### src/rtl/rep3_serial_tx.sv
// Triple-repetition serial transmitter: start, DATA_W data bits LSB first, stop; each symbol sent as three chips.
// Define REP3_TX_PARITY_EN to insert an even-parity symbol between the data bits and the stop symbol.
module rep3_serial_tx #(
    parameter int unsigned DATA_W        = 8,
    parameter int unsigned CLKS_PER_CHIP = 1
) (
    input  logic              clk,
    input  logic              rst,
    input  logic [DATA_W-1:0] din,
    input  logic              din_valid,
    output logic              din_ready,
    output logic              tx,
    output logic              tx_active,
    output logic              done
);

    localparam int unsigned DIV_W = (CLKS_PER_CHIP > 1) ? $clog2(CLKS_PER_CHIP) : 1;
    localparam int unsigned IDX_W = (DATA_W > 1) ? $clog2(DATA_W) : 1;
    localparam logic [DIV_W-1:0] DIV_MAX = DIV_W'(CLKS_PER_CHIP - 1);
    localparam logic [IDX_W-1:0] IDX_MAX = IDX_W'(DATA_W - 1);

    typedef enum logic [2:0] {
        IDLE,
        START,
        DATA,
`ifdef REP3_TX_PARITY_EN
        PARITY,
`endif
        STOP
    } state_t;

    state_t            state, state_next;
    logic [DIV_W-1:0]  div_cnt, div_next;
    logic [1:0]        chip_cnt, chip_next;
    logic [IDX_W-1:0]  bit_idx, idx_next;
    logic [DATA_W-1:0] shreg, shreg_next, shreg_shift;
    logic              tx_next, active_next, done_next, ready_next;
    logic              sym_end;
`ifdef REP3_TX_PARITY_EN
    logic              par, par_next;
`endif

    // State and registered outputs; tx always comes straight from this flop.
    always_ff @(posedge clk) begin
        if (rst) begin
            state     <= IDLE;
            div_cnt   <= '0;
            chip_cnt  <= '0;
            bit_idx   <= '0;
            shreg     <= '0;
            tx        <= 1'b1;
            tx_active <= 1'b0;
            done      <= 1'b0;
            din_ready <= 1'b0;
`ifdef REP3_TX_PARITY_EN
            par       <= 1'b0;
`endif
        end else begin
            state     <= state_next;
            div_cnt   <= div_next;
            chip_cnt  <= chip_next;
            bit_idx   <= idx_next;
            shreg     <= shreg_next;
            tx        <= tx_next;
            tx_active <= active_next;
            done      <= done_next;
            din_ready <= ready_next;
`ifdef REP3_TX_PARITY_EN
            par       <= par_next;
`endif
        end
    end

    assign sym_end     = (chip_cnt == 2'd2) && (div_cnt == DIV_MAX);
    assign shreg_shift = shreg >> 1;

    // Next state computes the value tx carries on the following cycle.
    always_comb begin
        state_next  = state;
        div_next    = div_cnt;
        chip_next   = chip_cnt;
        idx_next    = bit_idx;
        shreg_next  = shreg;
        tx_next     = tx;
        active_next = tx_active;
        done_next   = 1'b0;
        ready_next  = 1'b0;
`ifdef REP3_TX_PARITY_EN
        par_next    = par;
`endif

        if (state != IDLE) begin
            if (div_cnt == DIV_MAX) begin
                div_next  = '0;
                chip_next = (chip_cnt == 2'd2) ? 2'd0 : chip_cnt + 2'd1;
            end else begin
                div_next = div_cnt + DIV_W'(1);
            end
        end

        case (state)
            IDLE: begin
                tx_next     = 1'b1;
                active_next = 1'b0;
                ready_next  = 1'b1;
                if (din_valid && din_ready) begin
                    state_next  = START;
                    shreg_next  = din;
                    div_next    = '0;
                    chip_next   = '0;
                    idx_next    = '0;
                    tx_next     = 1'b0;
                    active_next = 1'b1;
                    ready_next  = 1'b0;
`ifdef REP3_TX_PARITY_EN
                    par_next    = ^din;
`endif
                end
            end
            START: begin
                if (sym_end) begin
                    state_next = DATA;
                    idx_next   = '0;
                    tx_next    = shreg[0];
                end
            end
            DATA: begin
                if (sym_end) begin
                    shreg_next = shreg_shift;
                    if (bit_idx == IDX_MAX) begin
                        idx_next = '0;
`ifdef REP3_TX_PARITY_EN
                        state_next = PARITY;
                        tx_next    = par;
`else
                        state_next = STOP;
                        tx_next    = 1'b1;
`endif
                    end else begin
                        idx_next = bit_idx + IDX_W'(1);
                        tx_next  = shreg_shift[0];
                    end
                end
            end
`ifdef REP3_TX_PARITY_EN
            PARITY: begin
                if (sym_end) begin
                    state_next = STOP;
                    tx_next    = 1'b1;
                end
            end
`endif
            STOP: begin
                if (sym_end) begin
                    state_next  = IDLE;
                    tx_next     = 1'b1;
                    active_next = 1'b0;
                    done_next   = 1'b1;
                    ready_next  = 1'b1;
                end
            end
            default: begin
                state_next  = IDLE;
                tx_next     = 1'b1;
                active_next = 1'b0;
            end
        endcase
    end

endmodule

### config.mk
export PLATFORM = sky130hd
export DESIGN_NAME = rep3_serial_tx
export DESIGN_NICKNAME = d
export VERILOG_FILES = /design/src/rtl/rep3_serial_tx.sv
export SDC_FILE = /design/constraint.sdc
export NUM_CORES = 1
export LEC_CHECK = 0
export CAP_MARGIN = 20
export CORE_ASPECT_RATIO = 0.75
export CORE_MARGIN = 2
export CORE_UTILIZATION = 30
export CTS_CLUSTER_SIZE = 8
export DETAILED_ROUTE_END_ITERATION = 8
export GPL_ROUTABILITY_DRIVEN = 1
export SYNTH_ARGS = -nofsm -noshare
export SYNTH_HDL_FRONTEND = slang
export SYNTH_SLANG_ARGS = --single-unit
### constraint.sdc
create_clock -name clk -period 2.8 [get_ports clk]
set_clock_uncertainty 0.1 [all_clocks]
set_input_delay 0.28 -clock clk [delete_from_list [all_inputs] [get_ports clk]]
set_output_delay 0.28 -clock clk [all_outputs]
set_load 0.005 [all_outputs]
==> reports/metrics.cfg <==
[timing]
maxSlewViolCount = 0
worst_slew_pin_slew_ps = 877
max_freq_ghz = 0.512
period_share_pct = 69.8
report.final.setup_viol = 0
setup_tns_ps = 0
period_minus_slack_ps = 1950
rsz0062_at_grt = false
relSlewSlack_pct = 41.3
setup_slack_ps = 845
hold_violations = 0

[cts]
root_buffer = clkbuf_8
tritoncts = built
clk_latency_ps = 260
cts_buffer_depth = 2
cts-resized-gates = 0
post_cts_buffers = 0
path_clk_slew_ps = 70
cts_hold_buf = 0
htreeDepth = 1
cts_inserted_buffers = 3
clock_sinks = 20

[synth]
synth.most_common_cell = dfxtp_1
synthFlopType = dfxtp_1
yosysTopAreaCellShare_pct = 35.5
synth_edf_count = 0
ys_ff_latch = 20
netlist_instances = 115
synth_commonest_cells = dfxtp_1, nor2_1, mux2_2, mux2i_1, nor2b_1
syn_area_um2 = 1130
synth.area.top_cells = dfxtp_1, mux2_2, mux2i_1, ha_1, nor2b_1
syn_nets = 133
synth_seq_area_share_pct = 35.5
async_flop_share_pct = 0
synthDistinctLibCells = 32
postSynthAreaPerCell_um2 = 9.80
synth.largest_area_cell = dfxtp_1
yosysWarnings = 0

[die]
rows = 19
io_pins = 15
fp.coreArea_um2 = 3640
die_h_um = 57.1
floorplan.die_area_um2 = 4270
die_w_um = 74.8
initial_utilization_pct = 31.0

[pwr]
ir_drop_mv = 0.369
leakage_uw = 0.000541
power_density_nw_per_um2 = 721

[grt]
antenna_found_initial = 0
grt_pass1_vias = 842
gr-total-overflow = 0
grt_pass1_wl_mm = 3.60
grt_start_max_net_pins = 30
grt_usage_pct = 10.9

[job]
max-cap-violations = 0

[cells_and_area]
n_antenna_cell = 0
fin_area_um2 = 1370
multi_input_area_um2 = 691
n_fill_cell = 362
layout-drive-gt1-share_pct = 17.7
regArea_um2 = 400
final_net_count = 150
area_growth_pct = 21.3

[drt]
drt_first_pass_iters = 4
vias = 848
via_per_inst = 4.66
wl_mm = 2.09
drt-initial-drc-count = 52
wl_per_cell_um = 11.5
ant_nets = 0
drc = 0

[placed_design]
place_area_um2 = 1330
dpl.hpwl_mm = 1.56
port_buffers = 14
gp_congestion = 0.779
place_ws_ps = 835

[run_status]
status = complete, no violations

[min_path]
min_path_type = flop to flop

[setup_path]
path_class = flop to flop
end_kind = flop
worstPathRequired_ps = 2850
crit_fanout = 4
cp.arrival_ps = 2000
critical_path.startpoint_type = flop

critical path, cell delays in order (launching register included):
cell      delay, ps
dfxtp_1         380
inv_1            90
ha_1            220
or2_2           330
a221oi_4        340
mux2_2          370
path summary, 6_finish.rpt:
path | cells past startpoint | startpoint | to | slack, ps
max | 5 | state[0] | bit_idx[0] | 850
min | 2 | shreg[7] | shreg[7] | 380
max reg2reg | 5 | state[0] | bit_idx[0] | 850
min reg2reg | 2 | shreg[7] | shreg[7] | 380
placed cells by master (no fill, tap or decap), types with 3 or more instances in the layout:
cell | synthesis | final
clkdlybuf4s50_1 | 0 | 14
nor2b_1 | 10 | 10
mux2_2 | 10 | 10
mux2i_1 | 10 | 10
nor3b_1 | 3 | 3
buf_4 | 0 | 3
nand2b_1 | 5 | 5
ha_1 | 7 | 7
o21ai_0 | 3 | 3
nor3_1 | 4 | 4
a21oi_1 | 4 | 4
dfxtp_1 | 20 | 20
clkbuf_8 | 0 | 3
nor2_1 | 12 | 12
per-stage QoR:
| step | total power [µW] | instances | hold slack (ps) | util (%) |
|---|---|---|---|---|
| after global routing | 1060 | 182 | 424 | 37.6 |
| final | 987 | 182 | 382 | 37.6 |
| after CTS | 996 | 182 | 383 | 37.6 |
| after floorplan | 698 | 115 | 310 | - |
| after global placement | 799 | 179 | 365 | 36.5 |
| after detailed placement | 807 | 179 | 371 | 36.5 |
per-layer routing:
layer  up-vias  track usage, %  share of wire [%]
met4         0            4.59                1.3
met2        11            16.1                 43
li1        434               -                  -
met1       400            15.3                 52
met5         -               0                  0
met3         3            2.47                3.6
cell families (layout without fill, tap and decap cells):
kind of cell | after synthesis | count (layout) | share of synthesized area, %
fa+ha+maj | 7 | 7 | 7.77
compound gates | 14 | 14 | 10.7
simple gates | 47 | 47 | 24.0
flops | 20 | 20 | 35.5
mux | 20 | 20 | 18.9
buf+inv | 7 | 22 | 3.22
final cells by class:
type                            instances  share of cell area (%)
Multi-Input combinational cell         88                    50.5
Sequential cell                        20                    29.3
Timing Repair Buffer                   17                    11.9
Tap cell                               52                    4.76
Clock buffer                            3                    3.02
Inverter                                2                   0.549
state kept, by name (all words and copies together), names as in the netlist:
| name | flops |
|---|---|
| shreg | 8 |
| bit_idx | 3 |
| chip_cnt | 2 |
| state | 2 |
| din_ready | 1 |
| div_cnt | 1 |
| done | 1 |
| tx | 1 |
| tx_active | 1 |
where the power goes:
group          total (µW)  internal, µW  switching [µW]
registers             384           341            42.7
logic                 416           226             190
clock network         187          95.8            90.9
total                 987           662             324
Note: power is estimated with default switching activity, not from simulation.
==> RTL edit, RTL diff (same flow settings) <==
Make the reset (`rst`) asynchronous in one clocked block.
--- a/src/rtl/rep3_serial_tx.sv
+++ b/src/rtl/rep3_serial_tx.sv
@@ -41,7 +41,7 @@
 `endif
 
     // State and registered outputs; tx always comes straight from this flop.
-    always_ff @(posedge clk) begin
+    always_ff @(posedge clk or posedge rst) begin
         if (rst) begin
             state     <= IDLE;
             div_cnt   <= '0;
Check against the original RTL: differs if rst is asserted again (counterexample within 4 cycles, from zero or initial values and one cycle with rst high); with rst held inactive, the same outputs for 10 cycles.
==> RTL edit against the original RTL <==
  * Wire length increased by 22%
  * Count of clock-buffer cells in the layout is 1 higher
  * Clock power up 21%
  * First-iteration DRC count increased by 23%
  * Die area up 2.4%
  * Power grew 58%
  * Cell area rose by 1.5%
  * Sequential power increased by 33%
  * Sequential cell count stayed put
  * Area after synthesis rose by 2.6%
  * Setup slack got worse by 360 ps
  * Fmax is 15% lower
==> RTL edit: results (changes against the original RTL) <==
| Item | This run | vs unedited |
| --- | --- | --- |
| Pre-CTS setup slack | 525 ps | -310 ps |
| Non-Clock Inverter Count | 9 | +7 |
| Detailed Place HPWL | 1840 um | +18% |
| Final-stage net count | 143 | -4.7% |
| Routed length on met3 | 126 um | +66% |
| Met2 layer usage reported by global route | 18.5% | +2.5 points |
| Post-synthesis sequential area ratio | 43.4% | +7.9 points |
| Proportion of cell area spent on the clock network | 3.97% | +0.95 points |
| Post-Syn Nets | 129 | -3.0% |
| Detailed route wirelength on metal2 | 1090 um | +20% |
| Fillcell total | 369 | +1.9% |
| Final antenna diode count | 0 | unchanged |
| GR Util met1 | 20.3% | +5.0 points |
| Number of detailed-routing iterations run before antenna repair | 4 | unchanged |
| First-pass GRT wire length | 4350 um | +21% |
| Starting DRC count in detailed routing | 64 | +23% |
| Placer congestion estimate | 0.773 | -0.77% |
| Leading post-synthesis cells by cell area | dfrtp_1 41%, ha_1 7.6%, inv_1 2.9% |  |
| CTS Buffer Depth | 2 | unchanged |
| Total GRT Usage | 13.3% | +2.4 points |
| Fraction of met3 tracks used by global routing | 4.35% | +1.9 points |
| Clock buffer cells | 4 | +1 |
| Fraction of final layout cells with drive strength greater than 1 | 13.7% | -4.0 points |
| Slew at the pin closest to its max-slew limit | 825 ps | -51.9 ps |
| Area share of the leading cell type in the synthesized netlist | 41.1% | +5.6 points |
| Maximum vdd ir drop | 723 uV | +96% |
| Status | finished, final reports clean |  |
| Class of the tightest hold or removal check | in -> async |  |
| Fraction of cell area in non-clock buffers | 10.1% | -1.8 points |
| Lkg Pwr | 0.577 nW | +6.5% |
| Most instantiated cells after synthesis | 19 x dfrtp_1, 9 x inv_1, 7 x ha_1, 7 x nor2_1, 6 x a21oi_1 |  |
| Netlist cell types | 42 | +31% |
| FFs w/ async S/R, synth | 100% | +100 points |
| Wire length per cell | 14.5 um | +26% |
| Multi-input gate area in the final layout | 592 um2 | -14% |
| Met1 layer wirelength in the final routing | 1310 um | +21% |
| Crit path max fanout | 24 | +20 |
| Count of multi-input gates | 77 | -13% |
| Vias in the first global route | 890 | +5.7% |
| Detailed-route vias per instance | 5.07 | +8.8% |
| Largest net degree at the start of global routing | 25 | -17% |
| Buffer cell driving the clock tree root | clkbuf_8 |  |
| CP Data Arrival Time | 2360 ps | +360 ps |
| Biggest registers after layout | shreg (8), bit_idx (3) |  |
| Number of non-clock buffers | 14 | -3 |
| Flip-flop and latch area | 502 um2 | +25% |
-- RTL edit: cell types whose count changed in the layout (fill, tap and decap cells not counted), sizes merged, moves of 3 or more --
cell	before	now
dfxtp	20	0
dfrtp	0	19
nor2	12	7
mux2	10	3
o22ai	0	5
nor2b	10	0
mux2i	10	1
buf	3	0
nand2b	5	2
inv	2	9
a2bb2oi	0	3
-- RTL edit: metrics by stage --
step	cells	cell area [um2]
3_3_place_gp	172	1330
5_1_grt	176	1390
6_report	176	1390
2_1_floorplan	111	1160
4_1_cts	176	1390
3_5_place_dp	172	1330
-- RTL edit: worst paths after layout --
kind,cells past startpoint,startpoint,slack (ps),to
worst max register to register,5,state[0]$_DFFE_PP0P_,490,state[1]$_DFFE_PP0P_
worst min-delay path,2,rst,360,bit_idx[2]$_DFFE_PP0P_
max in group asynchronous,2,rst,1750,shreg[2]$_DFFE_PP0P_
worst max-delay path,5,state[0]$_DFFE_PP0P_,490,state[1]$_DFFE_PP0P_
worst min register to register,1,tx_active$_DFFE_PP0P_,420,tx_active$_DFFE_PP0P_
min in group clk,1,tx_active$_DFFE_PP0P_,420,tx_active$_DFFE_PP0P_
-- RTL edit: cell families after synthesis --
group,after synthesis,share of synthesized area (%)
compound gates,37,24.5
fa+ha+maj,7,7.58
buf+inv,14,5.41
flops,20,43.4
mux,4,3.79
simple gates,29,15.4
-- RTL edit: power breakdown --
group | switching [W] | internal (W) | leakage [nW]
Clock | 0.000101 | 0.000125 | 0.0288
Combinational | 0.000437 | 0.000385 | 0.306
Sequential | 0.0000990 | 0.000413 | 0.242
-- RTL edit: worst max-delay path, cell delays in order (launching register included) --
cell	delay (ps)
dfrtp_1	420
inv_1	120
ha_1	710
nor3_1	200
o211ai_1	300
mux2_2	370
